--- src/rtl/ehl_wdt_pkg.sv ---
// ehl_wdt_pkg: shared register map, service keys and kicker state encoding for ehl_wdt.
package ehl_wdt_pkg;

    localparam logic [4:0] ADDR_LOAD     = 5'h00;
    localparam logic [4:0] ADDR_VAL      = 5'h04;
    localparam logic [4:0] ADDR_LOCK     = 5'h08;
    localparam logic [4:0] ADDR_IRQ_CTRL = 5'h0C;
    localparam logic [4:0] ADDR_IRQ_FLAG = 5'h10;

    localparam logic [7:0] UNLOCK_KEY = 8'hD9;
    localparam logic [7:0] RELOCK_KEY = 8'h00;

    typedef enum logic [2:0] {
        ST_IDLE,
        ST_UNLOCK,
        ST_LOAD,
        ST_RELOCK,
        ST_DONE
    } kick_state_t;

endpackage

--- src/rtl/ehl_wdt_kick_sched.sv ---
// ehl_wdt_kick_sched: periodic auto-kick counter and the pending/merge request flags.
module ehl_wdt_kick_sched (
    input  logic        clk,
    input  logic        reset_n,
    input  logic        kick_req,
    input  logic        auto_ena,
    input  logic [31:0] auto_period,
    input  logic        busy,
    input  logic        done,
    output logic        pending
);

    logic [31:0] count;
    logic        extra;
    logic        run;
    logic        expire;

    assign run    = auto_ena && auto_period != '0 && !pending;
    assign expire = run && count == auto_period - 32'd1;

    // Auto schedule restarts after every completed kick and whenever it is disabled.
    always_ff @(posedge clk or negedge reset_n) begin
        if (!reset_n)
            count <= '0;
        else
            count <= (!auto_ena || done || expire) ? '0 : run ? count + 32'd1 : count;
    end

    // A request seen mid-sequence queues exactly one more sequence behind the current one.
    always_ff @(posedge clk or negedge reset_n) begin
        if (!reset_n) begin
            pending <= 1'b0;
            extra   <= 1'b0;
        end else begin
            pending <= done ? (extra | kick_req) : (pending | kick_req | expire);
            extra   <= done ? 1'b0 : (extra | (busy & kick_req));
        end
    end

endmodule

--- src/rtl/ehl_wdt_kicker.sv ---
// ehl_wdt_kicker: arbitrates the ehl_wdt register port between the CPU and an atomic kick sequencer.
module ehl_wdt_kicker
    import ehl_wdt_pkg::*;
#(
    parameter int WIDTH = 32
) (
    input  logic             clk,
    input  logic             reset_n,
    input  logic             cpu_wr,
    input  logic             cpu_rd,
    input  logic [4:0]       cpu_addr,
    input  logic [WIDTH-1:0] cpu_wdata,
    output logic [WIDTH-1:0] cpu_rdata,
    output logic             cpu_ready,
    input  logic             kick_req,
    input  logic [31:0]      kick_load,
    input  logic             auto_ena,
    input  logic [31:0]      auto_period,
    output logic             kick_busy,
    output logic             kick_done,
    output logic             wdt_wr,
    output logic             wdt_rd,
    output logic [4:0]       wdt_addr,
    output logic [WIDTH-1:0] wdt_wdata,
    input  logic [WIDTH-1:0] wdt_rdata
);

    localparam int N     = 32 / WIDTH;
    localparam int BYTES = WIDTH / 8;

    kick_state_t state, state_nx;
    logic [1:0]  beat;
    logic [31:0] load_q;
    logic        pending;
    logic        cpu_acc;
    logic        last_beat;

    assign cpu_acc   = cpu_wr | cpu_rd;
    assign last_beat = beat == 2'(N - 1);
    assign kick_busy = state != ST_IDLE;
    assign cpu_rdata = wdt_rdata;

    ehl_wdt_kick_sched u_sched (
        .clk         (clk),
        .reset_n     (reset_n),
        .kick_req    (kick_req),
        .auto_ena    (auto_ena),
        .auto_period (auto_period),
        .busy        (kick_busy),
        .done        (kick_done),
        .pending     (pending)
    );

    // State register, LOAD beat index, and reload value captured as the sequence starts.
    always_ff @(posedge clk or negedge reset_n) begin
        if (!reset_n) begin
            state  <= ST_IDLE;
            beat   <= '0;
            load_q <= '0;
        end else begin
            state  <= state_nx;
            beat   <= (state == ST_LOAD) ? beat + 2'd1 : '0;
            load_q <= (state == ST_IDLE && state_nx == ST_UNLOCK) ? kick_load : load_q;
        end
    end

    // Next state and bus mux: CPU passes through only in IDLE, sequencer owns the port otherwise.
    always_comb begin
        state_nx  = state;
        cpu_ready = 1'b0;
        kick_done = 1'b0;
        wdt_wr    = 1'b0;
        wdt_rd    = 1'b0;
        wdt_addr  = '0;
        wdt_wdata = '0;
        case (state)
            ST_IDLE: begin
                cpu_ready = !(pending && !cpu_acc);
                wdt_wr    = cpu_ready & cpu_wr;
                wdt_rd    = cpu_ready & cpu_rd;
                wdt_addr  = (cpu_ready && cpu_acc) ? cpu_addr : '0;
                wdt_wdata = (cpu_ready && cpu_acc) ? cpu_wdata : '0;
                state_nx  = (pending && !cpu_acc) ? ST_UNLOCK : ST_IDLE;
            end
            ST_UNLOCK: begin
                wdt_wr    = 1'b1;
                wdt_addr  = ADDR_LOCK;
                wdt_wdata = WIDTH'(UNLOCK_KEY);
                state_nx  = ST_LOAD;
            end
            ST_LOAD: begin
                wdt_wr    = 1'b1;
                wdt_addr  = ADDR_LOAD + 5'(32'(beat) * BYTES);
                wdt_wdata = WIDTH'(load_q >> (32'(beat) * WIDTH));
                state_nx  = last_beat ? ST_RELOCK : ST_LOAD;
            end
            ST_RELOCK: begin
                wdt_wr    = 1'b1;
                wdt_addr  = ADDR_LOCK;
                wdt_wdata = WIDTH'(RELOCK_KEY);
                state_nx  = ST_DONE;
            end
            ST_DONE: begin
                kick_done = 1'b1;
                state_nx  = ST_IDLE;
            end
            default: state_nx = ST_IDLE;
        endcase
    end

endmodule

--- config.mk ---
export PLATFORM = sky130hd
export DESIGN_NAME = ehl_wdt_kicker
export DESIGN_NICKNAME = d
export VERILOG_FILES = /design/src/rtl/ehl_wdt_pkg.sv /design/src/rtl/ehl_wdt_kick_sched.sv /design/src/rtl/ehl_wdt_kicker.sv
export SDC_FILE = /design/constraint.sdc
export NUM_CORES = 1
export LEC_CHECK = 0
export BUFFER_PORTS_ARGS = -buffer_cell sky130_fd_sc_hd__buf_4
export CAP_MARGIN = 20
export CORE_MARGIN = 8
export CORE_UTILIZATION = 54
export CTS_BUF_LIST = sky130_fd_sc_hd__clkbuf_4
export DETAILED_ROUTE_END_ITERATION = 10
export HOLD_SLACK_MARGIN = 0.1
export PLACE_DENSITY = 0.88
export SETUP_SLACK_MARGIN = 0.02
export SLEW_MARGIN = 10
export SYNTH_ARGS = -nofsm -noshare
export SYNTH_HDL_FRONTEND = slang
export SYNTH_SLANG_ARGS = --single-unit
export TNS_END_PERCENT = 20
--- constraint.sdc ---
create_clock -name clk -period 4.3 [get_ports clk]
set_input_delay 0.215 -clock clk [delete_from_list [all_inputs] [get_ports clk]]
set_output_delay 0.215 -clock clk [all_outputs]
set_load 0.05 [all_outputs]
==> Word level (Yosys, flattened, before mapping) <==
Cells that the tools add are included.
{ "op_classes": {"n_shift": 1, "bitwise_logic": 8, "add_sub_neg": 3, "muxes": 16, "eq_ne": 6, "n_reduce_logical": 19} }
{ "op_table": {"columns": ["operator", "n"], "rows": [
  ["2-to-1 mux 32 bit", 3],
  ["case mux 32 bit (3 select lines)", 1],
  ["adder 32 x 1 -> 32 bit (second input constant)", 1],
  ["equality test 32 bit", 1],
  ["nonzero test 32 bit", 1],
  ["right shift 32 x 7 -> 32 bit", 1],
  ["subtractor 32 x 1 -> 32 bit (second input constant)", 1],
  ["case mux 5 bit (3 select lines)", 1],
  ["case mux 3 bit (4 select lines)", 1],
  ["2-to-1 mux 1 bit", 7],
  ["equality test 3 x 1 -> 1 bit (second input constant)", 2],
  ["equality test 3 x 2 -> 1 bit (second input constant)", 2],
  ["logical AND 1 bit", 6],
  ["2-to-1 mux 5 bit", 1],
  ["bitwise OR 1 bit", 5],
  ["zero test 1 bit", 4],
  ["AND 1 bit", 3],
  ["equality test 3 bit (second input constant)", 1],
  ["zero test 3 bit", 1],
  ["nonzero test 3 bit", 1],
  ["OR reduction 3 bit", 1],
  ["adder 2 x 1 -> 2 bit (second input constant)", 1],
  ["zero test 2 bit", 1],
  ["logical OR 1 bit", 2],
  ["4 further kinds", 4]
]} }
{ "totals": {"out_inout_bits": 74, "in_bits": 139, "ff_bits": 71} }

==> Logic depth before layout (Yosys ltp) <==
Gate-level depths: netlist of run 1.
{ "logic_depth": {"ltp_word": 7, "mapped_depth": 12} }

==> Cells and area by module <==
A second synthesis of run 1 with hierarchy kept.
{ "unflattened": {"cells_unflattened": 514, "hier_area_um2": 5061.1} }
{ "by_module_without_submodules": {"columns": ["module", "cells_per_inst", "area_each_um2", "instances"], "rows": [
  ["ehl_wdt_kick_sched", 332, 2862.7, 1],
  ["ehl_wdt_kicker", 182, 2198.4, 1]
]} }

==> Least setup slack after synthesis of run 1 <==
OpenSTA, ideal clock, no wires.
{ "synth_path": {"path_kind": "input port to flip-flop", "start": "in auto_period[0]", "end": "reg u_sched.pending", "stages": 10, "t_required_ns": 4.223, "path_slack_ns": 1.460, "path_buffers": 1, "arrival_time_ns": 2.763, "setup_time_ns": 0.077, "cell_sequence": "inv_1 > ha_1 > nor3b_1 > and3_1 > clkbuf_1 > a21oi_1 > or3_1 > or4bb_1 > or4_1 > a21oi_1"} }
{ "synth_via": {"elab_chain_len": 6, "word_cells_on_any_way": 8} }
{ "synth_lines": {"columns": ["element", "line", "text"], "rows": [
  ["from (decl)", "ehl_wdt_kicker.sv:18", "input logic [31:0] auto_period,"],
  ["parallel branches: the longest is 3 deep, another holds subtractor 32 x 1 -> 32 bit", null, null],
  ["logical AND 1 bit *", "ehl_wdt_kick_sched.sv:19", "assign expire = run && count == auto_period - 32'd1;"],
  ["bitwise OR 1 bit *", "ehl_wdt_kick_sched.sv:35", "pending <= done ? (extra | kick_req) : (pending | kick_req | expire);"],
  ["2-to-1 mux 1 bit *", "ehl_wdt_kick_sched.sv:35", null],
  ["to (signal assigned)", "ehl_wdt_kick_sched.sv:35", null],
  ["to (decl)", "ehl_wdt_kick_sched.sv:10", "output logic pending"]
]} }
Mark *: on every way between the ends.
A chain may end at the register's enable or synchronous reset.

==> Worst setup path after layout of run 1 <==
Same ends and word-level chain as after synthesis.

==> run summary, run 1 <==
The area after detailed placement came out at 0.00610 mm2. The Yosys step of the flow raised 0 warnings. The number of buffers inserted during clock tree synthesis came out at 9. For this design, the slowest cell found on the critical path is sky130_fd_sc_hd__nor3b_1. After filler insertion, the fill cell instance count of the layout stands at 674. For this run, the leading register cell type out of synthesis is sky130_fd_sc_hd__dfrtp_1. The cell family with the largest share of critical-path delay is simple AND/OR/NAND/NOR gates. The wire length of the first global-routing pass came out at 27700 um. Sorting the synthesized cells by area gives the leading types as sky130_fd_sc_hd__dfrtp_1 34%, sky130_fd_sc_hd__mux2_2 7.0%, sky130_fd_sc_hd__xor2_1 6.6%. The register bit total from synthesis is 71. The maximum VDD drop is 0.901 mV. Row generation in the floorplan step produced 35 rows.

The worst-case register-to-register setup slack is 1390 ps. The via density per instance is 5.99. Setup repair after global routing left no endpoint under its margin. The half-perimeter wire length of the detailed placement result came out at 12200 um.

The largest total area in the synthesized netlist belongs to sky130_fd_sc_hd__dfrtp_1. The pre-CTS setup slack is 877 ps. The flow ran to the end, and the final reports show no timing, DRC or antenna violations. The tool flagged a number of max-cap violations equal to 0. The initial antenna violation count came out at 0. The headroom to the max-slew limit is 0.317. Yosys instantiated no cell more often than sky130_fd_sc_hd__dfrtp_1. The share of total power in sequential cells came out at 0.275. Wires add up to 17700 um. The total via count after detailed routing came out at 5057. When the netlist entered floorplanning its net count stood at 719.

The element type at the critical path end is a flip-flop. The startpoint identified for the worst register-to-register timing path is u_sched.pending. The floorplan die width is 114 um.

The sequential standard cell area came out at 0.00178 mm2. The clock arrives with 17.8 ps of skew. The per-cell routed wire length came out at 20.9 um. The finished layout cell area is 0.00666 mm2.

The global placement routability congestion is 0.899. In this run, synthesis inferred 0 flip-flops with an integrated enable. The net count of the finished layout is 853. The launch point of the critical path is auto_period[0]. The clock share of power came out at 0.163. The number of H-tree levels is 3.

The die covers 0.0130 mm2. Counting along the longest clock path gives a buffer depth of 2. The number of failing setup endpoints in the final timing report came out at 0. The peak fanout along the critical path came out at 7. The mapped netlist covers 0.00518 mm2.

The count of nets left with antenna violations once routing finished came out at 0. The kind of critical path is in -> reg. The commonest cells after synthesis are 71 x sky130_fd_sc_hd__dfrtp_1, 57 x sky130_fd_sc_hd__nor3_1, 53 x sky130_fd_sc_hd__nor2_1. The worst setup path is launched from an input port. In this run the critical register-to-register path is captured at u_sched.count[17]. The number of stages on the worst setup path is 10. The number of design-rule violations left by the first detailed-router iteration is 428. The transition time of the tightest slew-check pin came out at 1020 ps. The total overflow reported by the global router came out at 0. The post-synthesis sequential area ratio came out at 0.343. The number of hold-slack violations in the final timing report is 0.

The number of clock sinks came out at 71. The via count of the first global-routing pass came out at 5311. The final routed DRC violation total came out at 0. Walking the worst path, the cells encountered are buf_4 -> inv_1 -> ha_1 -> nor3b_1 -> and3_1 -> a21oi_1 -> or3_1 -> or4bb_1 -> or4_1 -> a21oi_1. The standby leakage power came out at 2.92 nW.

For this run, the top clock speed supported by timing is 333 MHz. The number of pins exceeding their max-slew limit in the final report is 0. The count of boundary I/O pins is 213. The worst-skew pair later-pin latency came out at 420 ps. The clock slew seen by the registers of the worst setup and hold paths is 130 ps. By instance count, the cell type seen most on the critical path is sky130_fd_sc_hd__a21oi_1. Summing all multi-input logic gate instances after layout gives 0.00298 mm2. The final setup slack of the worst path came out at 1300 ps. For this run, asynchronously set or reset flops after synthesis account for 1.00. Of the cells placed in the final design, the portion with a size suffix greater than 1 is 0.297.

The buffer count from post-CTS setup fixing came out at 0. The number of detailed-routing iterations run before antenna repair came out at 5. 0 antenna diodes ended up in the layout.

The portion of synthesized cell area occupied by the leading cell type came out at 0.343. The number of port buffers came out at 148. The number of buffers and inverters on the critical path is 2. The synthesized area divided by synthesized cell count is 9.00 um2. The area of the placeable core is 0.00928 mm2. The area overhead of the layout relative to synthesis came out at 28.6%.

TritonCTS built the clock tree. The end of the critical path is u_sched.pending. The pin count of the biggest net entering global routing came out at 72. The all-layer global routing usage is 0.268. The tightest min-delay check is of the in -> reg type. Synthesis produced a netlist whose cell count is 576. Of the total power, the share spent switching nets is 0.486.

The switching power summed over all nets is 1.80 mW. The share of total power dissipated in combinational logic is 0.561. The overall die height came out at 114 um. The period utilization came out at 0.698. In this run the power density over the cells is 556 mW/mm2. Yosys mapped the design onto 58 distinct sky130hd cell types. The post-route minimum period is 3000 ps. At the worst endpoint, the arrival time is 3360 ps. The peak per-stage delay on the critical path came out at 640 ps. Clock tree synthesis selected as its root buffer the cell sky130_fd_sc_hd__clkbuf_4. The worst register-to-register path has a depth of 7. Data on the critical path is required at its endpoint by 4660 ps.

The internal power came out at 1.90 mW. The initial utilization of the core area, before any placement, comes to 0.558. Summed over all failing endpoints, the final setup total negative slack is 0 ps.
[cells by family (layout without fill, tap and decap cells)]
kind of cell             count (synthesis)  after routing  share of synthesized area
adder cells (fa/ha/maj)                  4              4                    0.00966
flip-flops                              71             71                      0.343
buffers and inverters                   74            213                     0.0828
multiplexers                            34             34                     0.0734
XOR/XNOR                                73             73                      0.123
AND/OR/NAND/NOR                        246            246                      0.263
AO/OA/AOI/OAI                           74             74                      0.105
[flip-flops by register name, indices dropped and copies added (netlist names)]
register / count
beat: 2
u_sched.pending: 1
state: 3
u_sched.extra: 1
u_sched.count: 32
load_q: 32
[worst reg2reg max path, delay by kind of cell, from the launching register on]
family | cells | cell delay (ps)
xor+xnor | 1 | 190
compound gates | 1 | 580
simple gates | 5 | 1560
flops | 1 | 470
[what timing repair did]
action,4_1_cts,5_1_grt
hold buffers,34,0
resized for setup,0,0
hold endpoints to repair,105,0
[cell usage in the layout, fill, tap and decap left out, drive strengths merged, types with 15 or more instances in the layout]
| master | count |
|---|---|
| dfrtp | 71 |
| buf | 154 |
| a22oi | 15 |
| nor2 | 54 |
| xor2 | 39 |
| nand2 | 26 |
| nand3 | 20 |
| nor3 | 57 |
| dlygate4sd3 | 34 |
| mux2 | 32 |
| xnor2 | 34 |
[per-stage QoR]
| step | util | total power [mW] | hold WS (ps) | std cells |
|---|---|---|---|---|
| finish | 0.718 | 3.70 | 328 | 844 |
| detailed placement | 0.657 | 2.98 | 395 | 793 |
| floorplan | - | 2.44 | -80.6 | 576 |
| global placement | 0.657 | 2.93 | 378 | 793 |
| CTS | 0.717 | 3.61 | 267 | 843 |
| global route | 0.718 | 3.84 | 373 | 844 |
[how the worst min path moves through the flow]
stage,from,endpoint,slack [ps],depth (start not counted)
final,cpu_rd,state[0],330,6
after global routing,cpu_rd,state[0],370,6
after CTS,cpu_rd,state[0],270,6
after detailed placement,reset_n,load_q[11],400,1
after global placement,reset_n,load_q[11],380,1
after floorplan,reset_n,beat[0],-80,0
[per-layer routing]
layer	up-vias	track usage	routed length, um
met1	2372	0.319	6800
li1	2318	-	-
met3	76	0.0792	1930
met4	0	0.143	750
met5	-	0	0
met2	291	0.429	8190
[final cells by class]
| cell class | count | share of cell area |
|---|---|---|
| multi-input cells | 431 | 0.448 |
| flip-flops and latches | 71 | 0.267 |
| repair buffers | 188 | 0.225 |
| well taps | 129 | 0.0242 |
| clock inverters | 7 | 0.0218 |
| clock buffers | 9 | 0.0101 |
| inverters | 9 | 0.00507 |
[power groups by stage]
stage | Combinational [mW] | Sequential (mW) | Clock, mW
after floorplan | 1.52 | 0.921 | 0
after global placement | 1.95 | 0.983 | 0
after detailed placement | 1.98 | 0.993 | 0
after CTS | 2.01 | 0.983 | 0.615
after global routing | 2.17 | 1.03 | 0.633
final | 2.08 | 1.02 | 0.606
(Power assumes the default switching activity.)
==> inputs of run 2 (changes only) <==
--- a/config.mk
+++ b/config.mk
@@ -5,14 +5,15 @@
 export SDC_FILE = /design/constraint.sdc
 export NUM_CORES = 1
 export LEC_CHECK = 0
+export ABC_AREA = 1
 export BUFFER_PORTS_ARGS = -buffer_cell sky130_fd_sc_hd__buf_4
 export CAP_MARGIN = 20
 export CORE_MARGIN = 8
-export CORE_UTILIZATION = 54
+export CORE_UTILIZATION = 46
 export CTS_BUF_LIST = sky130_fd_sc_hd__clkbuf_4
 export DETAILED_ROUTE_END_ITERATION = 10
 export HOLD_SLACK_MARGIN = 0.1
-export PLACE_DENSITY = 0.88
+export PLACE_DENSITY = 0.79
 export SETUP_SLACK_MARGIN = 0.02
 export SLEW_MARGIN = 10
 export SYNTH_ARGS = -nofsm -noshare
==> constraint.sdc (replaced) <==
create_clock -name clk -period 2.45 [get_ports clk]
set_input_delay 0.1225 -clock clk [delete_from_list [all_inputs] [get_ports clk]]
set_output_delay 0.1225 -clock clk [all_outputs]
set_load 0.05 [all_outputs]
==> run summary, run 2 <==
Status: finished clean (unchanged). The power per standard cell area came out at 853 mW/mm2 (was 556 mW/mm2). The data arrival time of the critical path is 2120 ps (was 3360 ps). The final routed DRC violation total came out at 0 (unchanged). Unrepaired setup endpoints after global routing: false (unchanged). The element type at the critical path end is a primary output (was flip-flop). The number of non-filler instances in the completed layout is 1044 (was 844). The number of hold-slack violations in the final timing report came out at 0 (unchanged). The area of combinational cells with multiple inputs is 0.00308 mm2 (was 0.00298 mm2).

Commonest cells post-synth: 167 x sky130_fd_sc_hd__nand2_1, 120 x sky130_fd_sc_hd__nor2_1, 78 x sky130_fd_sc_hd__inv_1 (was 71 x sky130_fd_sc_hd__dfrtp_1, 57 x sky130_fd_sc_hd__nor3_1, 53 x sky130_fd_sc_hd__nor2_1). The wire length of the first global-routing pass was 27100 um (was 27700 um). The instance count of the mapped netlist came out at 741 (was 576).

The number of flops mapped to enable cells by yosys is 0 (unchanged). The floorplan die width came out at 125 um (was 114 um). Cell Chain, Critical Path: inv_1 -> nand2_1 -> nor2_1 -> inv_1 -> nor2_1 -> nand2_1 -> inv_1 -> buf_12 -> a32o_1 -> buf_4 (was buf_4 -> inv_1 -> ha_1 -> nor3b_1 -> and3_1 -> a21oi_1 -> or3_1 -> or4bb_1 -> or4_1 -> a21oi_1). The pin count of the biggest net entering global routing is 72 (unchanged). The via density per instance came out at 5.19 (was 5.99).

The distinct cell type count after synthesis was 34 (was 58). The number of clock sinks was 71 (unchanged). The number of design-rule violations left by the first detailed-router iteration is 304 (was 428). The antenna diode instance count is 0 (unchanged).

The number of filler instances in the final layout is 1059 (was 674). The instance count after placement with tap cells included is 992 (was 793). The full die area is 0.0157 mm2 (was 0.0130 mm2). The library cell with the highest instance count after synthesis is sky130_fd_sc_hd__nand2_1 (was sky130_fd_sc_hd__dfrtp_1). The number of buffers inserted during clock tree synthesis came out at 9 (unchanged). The number of port buffers came to 148 (unchanged). The overall die height was 125 um (was 114 um). The total via count after detailed routing is 5417 (was 5057). The buffer type at the clock tree root was sky130_fd_sc_hd__clkbuf_4 (unchanged). The TritonCTS clock tree is done (unchanged). The total of warnings raised by yosys came out at 0 (unchanged). The worst-skew pair later-pin latency came out at 420 ps (about the same). The kind of critical path is reg -> out (was in -> reg). The type of element launching the critical path is a flip-flop (was input port).

The total power of the final layout is 5.98 mW (was 3.70 mW). The most repeated library cell on the critical path is sky130_fd_sc_hd__inv_1 (was sky130_fd_sc_hd__a21oi_1). The initial core utilization came to 0.465 (was 0.558). The transition time of the tightest slew-check pin came to 887 ps (was 1020 ps). The number of detailed-routing iterations run before antenna repair came out at 5 (unchanged).

The clock slew seen by the registers of the worst setup and hold paths is 110 ps (was 130 ps). The number of max-capacitance violations reported is 0 (unchanged). The maximum root-to-sink buffer count came out at 2 (unchanged). Leading cell types by total area after synthesis: sky130_fd_sc_hd__dfrtp_1 32%, sky130_fd_sc_hd__nand2_1 11%, sky130_fd_sc_hd__nor2_1 8.2% (was sky130_fd_sc_hd__dfrtp_1 34%, sky130_fd_sc_hd__mux2_2 7.0%, sky130_fd_sc_hd__xor2_1 6.6%). The half-perimeter wire length of the detailed placement result is 12400 um (was 12200 um). The global placement routability congestion is 0.986 (was 0.899). The total negative slack came to 0 ps (unchanged). The most common library cell in the layout ignoring fill and taps was sky130_fd_sc_hd__nand2_1 (was sky130_fd_sc_hd__buf_4). The utilization after layout is 0.594 (was 0.718). The maximum frequency from static timing analysis is 445 MHz. The number of H-tree levels is 3 (unchanged). The biggest area consumer among synthesized cells is sky130_fd_sc_hd__dfrtp_1 (unchanged).

The via count of the first global-routing pass came to 5529 (was 5311). The worst min-delay path category is in -> out (was in -> reg). The count of boundary I/O pins came out at 213 (unchanged). The cell with the biggest individual delay on the critical path was sky130_fd_sc_hd__dfrtp_1 (was sky130_fd_sc_hd__nor3b_1). The initial antenna violation count is 0 (unchanged). The headroom to the max-slew limit is 0.408 (was 0.317). The all-layer global routing usage is 0.210 (was 0.268). The sequential standard cell area came out at 0.00178 mm2 (unchanged). The count of standard-cell rows came out at 40 (was 35). The post-synthesis sequential area ratio is 0.324 (was 0.343). The share of final-layout standard cells stronger than drive strength 1 came out at 0.270 (was 0.297). The area overhead of the layout relative to synthesis is 27.7% (was 28.6%). The area of the placeable core is 0.0118 mm2 (was 0.00928 mm2). The number of pins exceeding their max-slew limit in the final report is 0 (unchanged). The number of failing setup endpoints in the final timing report is 0 (unchanged). Leading cell types in the layout, fill and taps excluded: 167 x sky130_fd_sc_hd__nand2_1, 151 x sky130_fd_sc_hd__buf_4, 119 x sky130_fd_sc_hd__nor2_1, 78 x sky130_fd_sc_hd__inv_1, 71 x sky130_fd_sc_hd__dfrtp_1 (was 154 x sky130_fd_sc_hd__buf_4, 71 x sky130_fd_sc_hd__dfrtp_1, 56 x sky130_fd_sc_hd__nor3_1, 53 x sky130_fd_sc_hd__nor2_1, 39 x sky130_fd_sc_hd__xor2_1). The synthesized area divided by synthesized cell count is 7.41 um2 (was 9.00 um2). The cell family with the largest share of critical-path delay is buffers and inverters (was simple AND/OR/NAND/NOR gates).

The portion of synthesized cell area occupied by the leading cell type is 0.324 (was 0.343). The data required time at the worst endpoint is 2330 ps (was 4660 ps). The peak per-stage delay on the critical path is 420 ps (was 640 ps). Regs by FF count: load_q: 32 flops, u_sched.count: 32 flops, state: 3 flops (unchanged).

The post-synthesis instance area came to 0.00549 mm2 (was 0.00518 mm2). The post-synth net total is 884 (was 719). The peak fanout along the critical path is 32 (was 7). The register bit total from synthesis was 71 (unchanged). The total overflow reported by the global router was 0 (unchanged). The number of buffers and inverters on the critical path came out at 5 (was 2).

The clock skew was 10.2 ps (was 17.8 ps). The post-detailed-route count of antenna-violating nets is 0 (unchanged). The worst-case register-to-register setup slack is 260 ps (was 1390 ps). The predominant post-synthesis flop cell is sky130_fd_sc_hd__dfrtp_1 (unchanged). The maximum VDD drop came out at 0.902 mV (was 0.901 mV). The post-route minimum period is 2250 ps. The per-cell routed wire length is 15.9 um (was 20.9 um). The total detailed-routing wirelength is 16700 um (was 17700 um). The net count of the finished layout was 1035 (was 853). Dividing the final minimum period by the clock period gives 0.917. The share of synthesized registers carrying an async set or reset came out at 1.00 (unchanged).

The standby leakage power is 3.35 nW (was 2.92 nW). The hold slack came out at 245 ps (was 328 ps).
[run 2: cells by family (layout without fill, tap and decap cells)]
| family | count (synthesis) | in the layout | share of synthesized area |
|---|---|---|---|
| and+or+nand+nor | 404 | 404 | 0.328 |
| buffers and inverters | 131 | 287 | 0.117 |
| DFF | 71 | 71 | 0.324 |
| xor gates and xnor gates | 54 | 54 | 0.0886 |
| AOI/OAI and AO/OA | 45 | 45 | 0.0679 |
| muxes | 32 | 32 | 0.0656 |
| adders and majority gates | 4 | 4 | 0.00912 |
[run 2: path summary, 6_finish.rpt]
path                             startpoint                 to  cells past startpoint
max                                state[2]      wdt_wdata[18]                     10
min                           wdt_rdata[22]      cpu_rdata[22]                      0
max reg2reg                u_sched.count[0]  u_sched.count[26]                     10
min reg2reg                         beat[0]            beat[0]                      1
max in group asynchronous           reset_n  u_sched.count[29]                      2
min in group asynchronous           reset_n          load_q[0]                      2
[run 2: worst reg2reg max path, stage by stage (launching register included)]
cell and delay, ps:
sky130_fd_sc_hd__dfrtp_1 430, sky130_fd_sc_hd__ha_1 190, sky130_fd_sc_hd__nand2_1 70, sky130_fd_sc_hd__nor3_1 250, sky130_fd_sc_hd__nand3_1 190, sky130_fd_sc_hd__nor3_2 280, sky130_fd_sc_hd__inv_1 140, sky130_fd_sc_hd__nor3_1 160
sky130_fd_sc_hd__nand3_1 100, sky130_fd_sc_hd__xor2_1 180, sky130_fd_sc_hd__nor2_1 110
[run 2: through the flow]
step                      cell area (um2)  worst slack (ps)
after floorplan                      5490               370
after global routing                 7010              13.9
after global placement               6510               228
after detailed placement             6510               159
final                                7010               203
after CTS                            6980               102
[run 2: where the power goes]
part | switching, mW | internal, mW
Combinational | 2.33 | 1.26
Sequential | 0.177 | 1.48
Clock | 0.410 | 0.326
[run 2: layout make-up]
type,count,area share
clock buffer,11,0.0118
clock inverter,5,0.00696
inverter,81,0.0434
multi-input combinational,539,0.439
sequential,71,0.253
tap,147,0.0262
timing repair buffer,190,0.219
[run 2: timing repair]
item                                   4_1_cts  5_1_grt
endpoints found under the hold margin      104        0
gates resized for setup                      0        5
setup endpoints to repair                    0       22
buffers inserted                             0        2
hold buffers                                34        0
[run 2: routing by layer]
layer  wire, um  GRT usage  vias to the layer above
met4        376     0.0716                        0
met1       6860      0.244                     2493
met5          0          0                        -
li1           -          -                     2657
met3       1820     0.0833                       26
met2       7600      0.346                      241
==> inputs of run 3 (changes only) <==
--- a/config.mk
+++ b/config.mk
@@ -8,12 +8,14 @@
 export ABC_AREA = 1
 export BUFFER_PORTS_ARGS = -buffer_cell sky130_fd_sc_hd__buf_4
 export CAP_MARGIN = 20
+export CELL_PAD_IN_SITES_DETAIL_PLACEMENT = 1
+export CELL_PAD_IN_SITES_GLOBAL_PLACEMENT = 2
 export CORE_MARGIN = 8
-export CORE_UTILIZATION = 46
+export CORE_UTILIZATION = 25
 export CTS_BUF_LIST = sky130_fd_sc_hd__clkbuf_4
 export DETAILED_ROUTE_END_ITERATION = 10
 export HOLD_SLACK_MARGIN = 0.1
-export PLACE_DENSITY = 0.79
+export PLACE_DENSITY_LB_ADDON = 0.1
 export SETUP_SLACK_MARGIN = 0.02
 export SLEW_MARGIN = 10
 export SYNTH_ARGS = -nofsm -noshare
==> run summary, run 3 (synthesis results as in run 2) <==
Unrepaired setup endpoints after global routing: false (unchanged). The clock slew seen by the registers of the worst setup and hold paths came out at 110 ps (about the same). The period utilization was 0.948 (was 0.917).

The area of the placeable core is 0.0217 mm2 (was 0.0118 mm2). The wire length of the first global-routing pass came to 32300 um (was 27100 um). The share of final-layout standard cells stronger than drive strength 1 was 0.283 (was 0.270).

The total overflow reported by the global router is 0 (unchanged). The number of failing setup endpoints in the final timing report came out at 0 (unchanged). The utilization after layout came out at 0.337 (was 0.594). The maximum frequency from static timing analysis came out at 431 MHz (was 445 MHz).

The type of element launching the critical path is an input port (was flip-flop). The via density per instance is 4.51 (was 5.19). The pin count of the biggest net entering global routing came out at 72 (unchanged).

The instance count after placement with tap cells included is 1132 (was 992). The finished layout cell area is 0.00731 mm2 (was 0.00701 mm2). The data arrival time of the critical path came out at 2200 ps (was 2120 ps).

The kind of critical path is in -> out (was reg -> out). The full die area is 0.0270 mm2 (was 0.0157 mm2). Status: finished clean (unchanged).

The initial core utilization is 0.253 (was 0.465). The number of port buffers came out at 148 (unchanged). The startpoint of the most critical register-to-register path is u_sched.count[2] (was u_sched.count[0]). The standby leakage power is 3.39 nW (was 3.35 nW). The number of pins exceeding their max-slew limit in the final report came out at 0 (unchanged). The initial antenna violation count came out at 1 (was 0).

The number of cells traversed by the worst hold path is 5 (was 0). The endpoint with the worst hold slack was u_sched.count[29] (was cpu_rdata[22]). The area overhead of the layout relative to synthesis came out at 33.2% (was 27.7%). The number of filler instances in the final layout is 2663 (was 1059).

The maximum VDD drop came out at 0.779 mV (was 0.902 mV). The element type at the critical path end is a primary output (unchanged). The worst min-delay path category is in -> reg (was in -> out). The launch instance of the worst min-delay path is auto_ena (was wdt_rdata[22]). The global placement routability congestion is 0.828 (was 0.986). The headroom to the max-slew limit is 0.362 (was 0.408). The count of boundary I/O pins is 213 (unchanged). The floorplan die width came out at 164 um (was 125 um).

The number of clock sinks came to 71 (unchanged). The half-perimeter wire length of the detailed placement result came to 16600 um (was 12400 um). The buffer type at the clock tree root is sky130_fd_sc_hd__clkbuf_4 (unchanged). The total detailed-routing wirelength is 20400 um (was 16700 um). The TritonCTS clock tree is done (unchanged). The net count of the finished layout was 1045 (was 1035). The most common library cell in the layout ignoring fill and taps is sky130_fd_sc_hd__nand2_1 (unchanged). The post-detailed-route count of antenna-violating nets came out at 0 (unchanged). The total power of the final layout came out at 6.05 mW (was 5.98 mW). The worst-skew pair later-pin latency came to 410 ps (was 420 ps). The data required time at the worst endpoint is 2330 ps (about the same). The overall die height came out at 164 um (was 125 um). The total negative slack came to 0 ps (unchanged). The count of standard-cell rows came out at 54 (was 40).

The number of cells traversed by the worst register-to-register path came out at 11 (was 10). The transition time of the tightest slew-check pin came to 957 ps (was 887 ps). The number of H-tree levels came out at 3 (unchanged). The total via count after detailed routing came out at 5356 (was 5417). The post-route minimum period came out at 2320 ps (was 2250 ps). The number of hold-slack violations in the final timing report is 0 (unchanged).

The power per standard cell area came out at 827 mW/mm2 (was 853 mW/mm2). The number of non-filler instances in the completed layout was 1187 (was 1044). The number of design-rule violations left by the first detailed-router iteration is 164 (was 304). The clock skew came out at 23.7 ps (was 10.2 ps).

The worst-case register-to-register setup slack came out at 310 ps (was 260 ps). The number of buffers inserted during clock tree synthesis came out at 9 (unchanged). The final routed DRC violation total is 0 (unchanged). The maximum root-to-sink buffer count is 2 (unchanged).

The peak fanout along the critical path is 37 (was 32). The area after detailed placement came out at 0.00677 mm2 (was 0.00651 mm2). The endpoint of the worst-slack reg-to-reg timing path is u_sched.count[27] (was u_sched.count[26]). The per-cell routed wire length came out at 17.2 um (was 15.9 um). The via count of the first global-routing pass came out at 5969 (was 5529).

The all-layer global routing usage came out at 0.152 (was 0.210). Regs by FF count: load_q: 32 flops, u_sched.count: 32 flops, state: 3 flops (unchanged). The number of detailed-routing iterations run before antenna repair came out at 4 (was 5). The number of max-capacitance violations reported is 0 (unchanged). Leading cell types in the layout, fill and taps excluded: 167 x sky130_fd_sc_hd__nand2_1, 154 x sky130_fd_sc_hd__buf_4, 115 x sky130_fd_sc_hd__nor2_1, 76 x sky130_fd_sc_hd__inv_1, 69 x sky130_fd_sc_hd__dfrtp_1 (was 167 x sky130_fd_sc_hd__nand2_1, 151 x sky130_fd_sc_hd__buf_4, 119 x sky130_fd_sc_hd__nor2_1, 78 x sky130_fd_sc_hd__inv_1, 71 x sky130_fd_sc_hd__dfrtp_1).
[run 3: what timing repair did]
| action | CTS | global route |
|---|---|---|
| setup endpoints to repair | 32 | 40 |
| resized for setup | 2 | 13 |
| cloned | 0 | 1 |
| hold buffers | 36 | 0 |
| setup buffers | 0 | 2 |
| hold endpoints to repair | 106 | 0 |
[run 3: worst max-delay path, stage by stage]
cell	delay, ps
sky130_fd_sc_hd__dlygate4sd3_1	550
sky130_fd_sc_hd__buf_4	140
sky130_fd_sc_hd__nor2_1	70
sky130_fd_sc_hd__dlygate4sd3_1	540
sky130_fd_sc_hd__inv_1	60
sky130_fd_sc_hd__buf_6	190
sky130_fd_sc_hd__a32o_1	310
sky130_fd_sc_hd__buf_4	200
[run 3: how the worst max path moves through the flow]
stage	startpoint	endpoint	slack (ps)
2_1_floorplan	state[0]	cpu_ready	370
3_3_place_gp	auto_period[0]	u_sched.count[24]	-30
3_5_place_dp	auto_period[0]	u_sched.count[17]	-2
4_1_cts	state[2]	wdt_wdata[8]	30
5_1_grt	state[2]	wdt_wdata[4]	6
6_report	cpu_wr	wdt_wdata[8]	130
[run 3: where the power goes]
group          internal, mW  switching (mW)
logic                  1.35            2.39
clock network         0.222           0.417
registers              1.48           0.199
[run 3: metal layers]
layer | wire length [um] | up-vias | global-route usage
li1 | - | 2678 | -
met1 | 9480 | 2496 | 0.197
met2 | 9370 | 168 | 0.245
met3 | 1450 | 14 | 0.0456
met4 | 124 | 0 | 0.0310
met5 | 0 | - | 0
[run 3: layout make-up]
cell class	count	area, um2	share of cell area
flip-flops and latches	71	1780	0.243
inverters	81	304	0.0416
clock buffers	11	82.6	0.0113
clock inverters	4	23.8	0.00325
well taps	280	350	0.0479
diodes	1	2.50	0.000342
multi-input cells	539	3090	0.422
repair buffers	200	1690	0.231
[run 3: metrics by stage]
| step | hold WS [ps] | setup WS (ps) |
|---|---|---|
| CTS | 220 | 34.1 |
| global route | 225 | 5.93 |
| finish | 229 | 127 |
| detailed placement | 245 | -2.46 |
| global placement | 245 | -29.6 |
| floorplan | -173 | 370 |
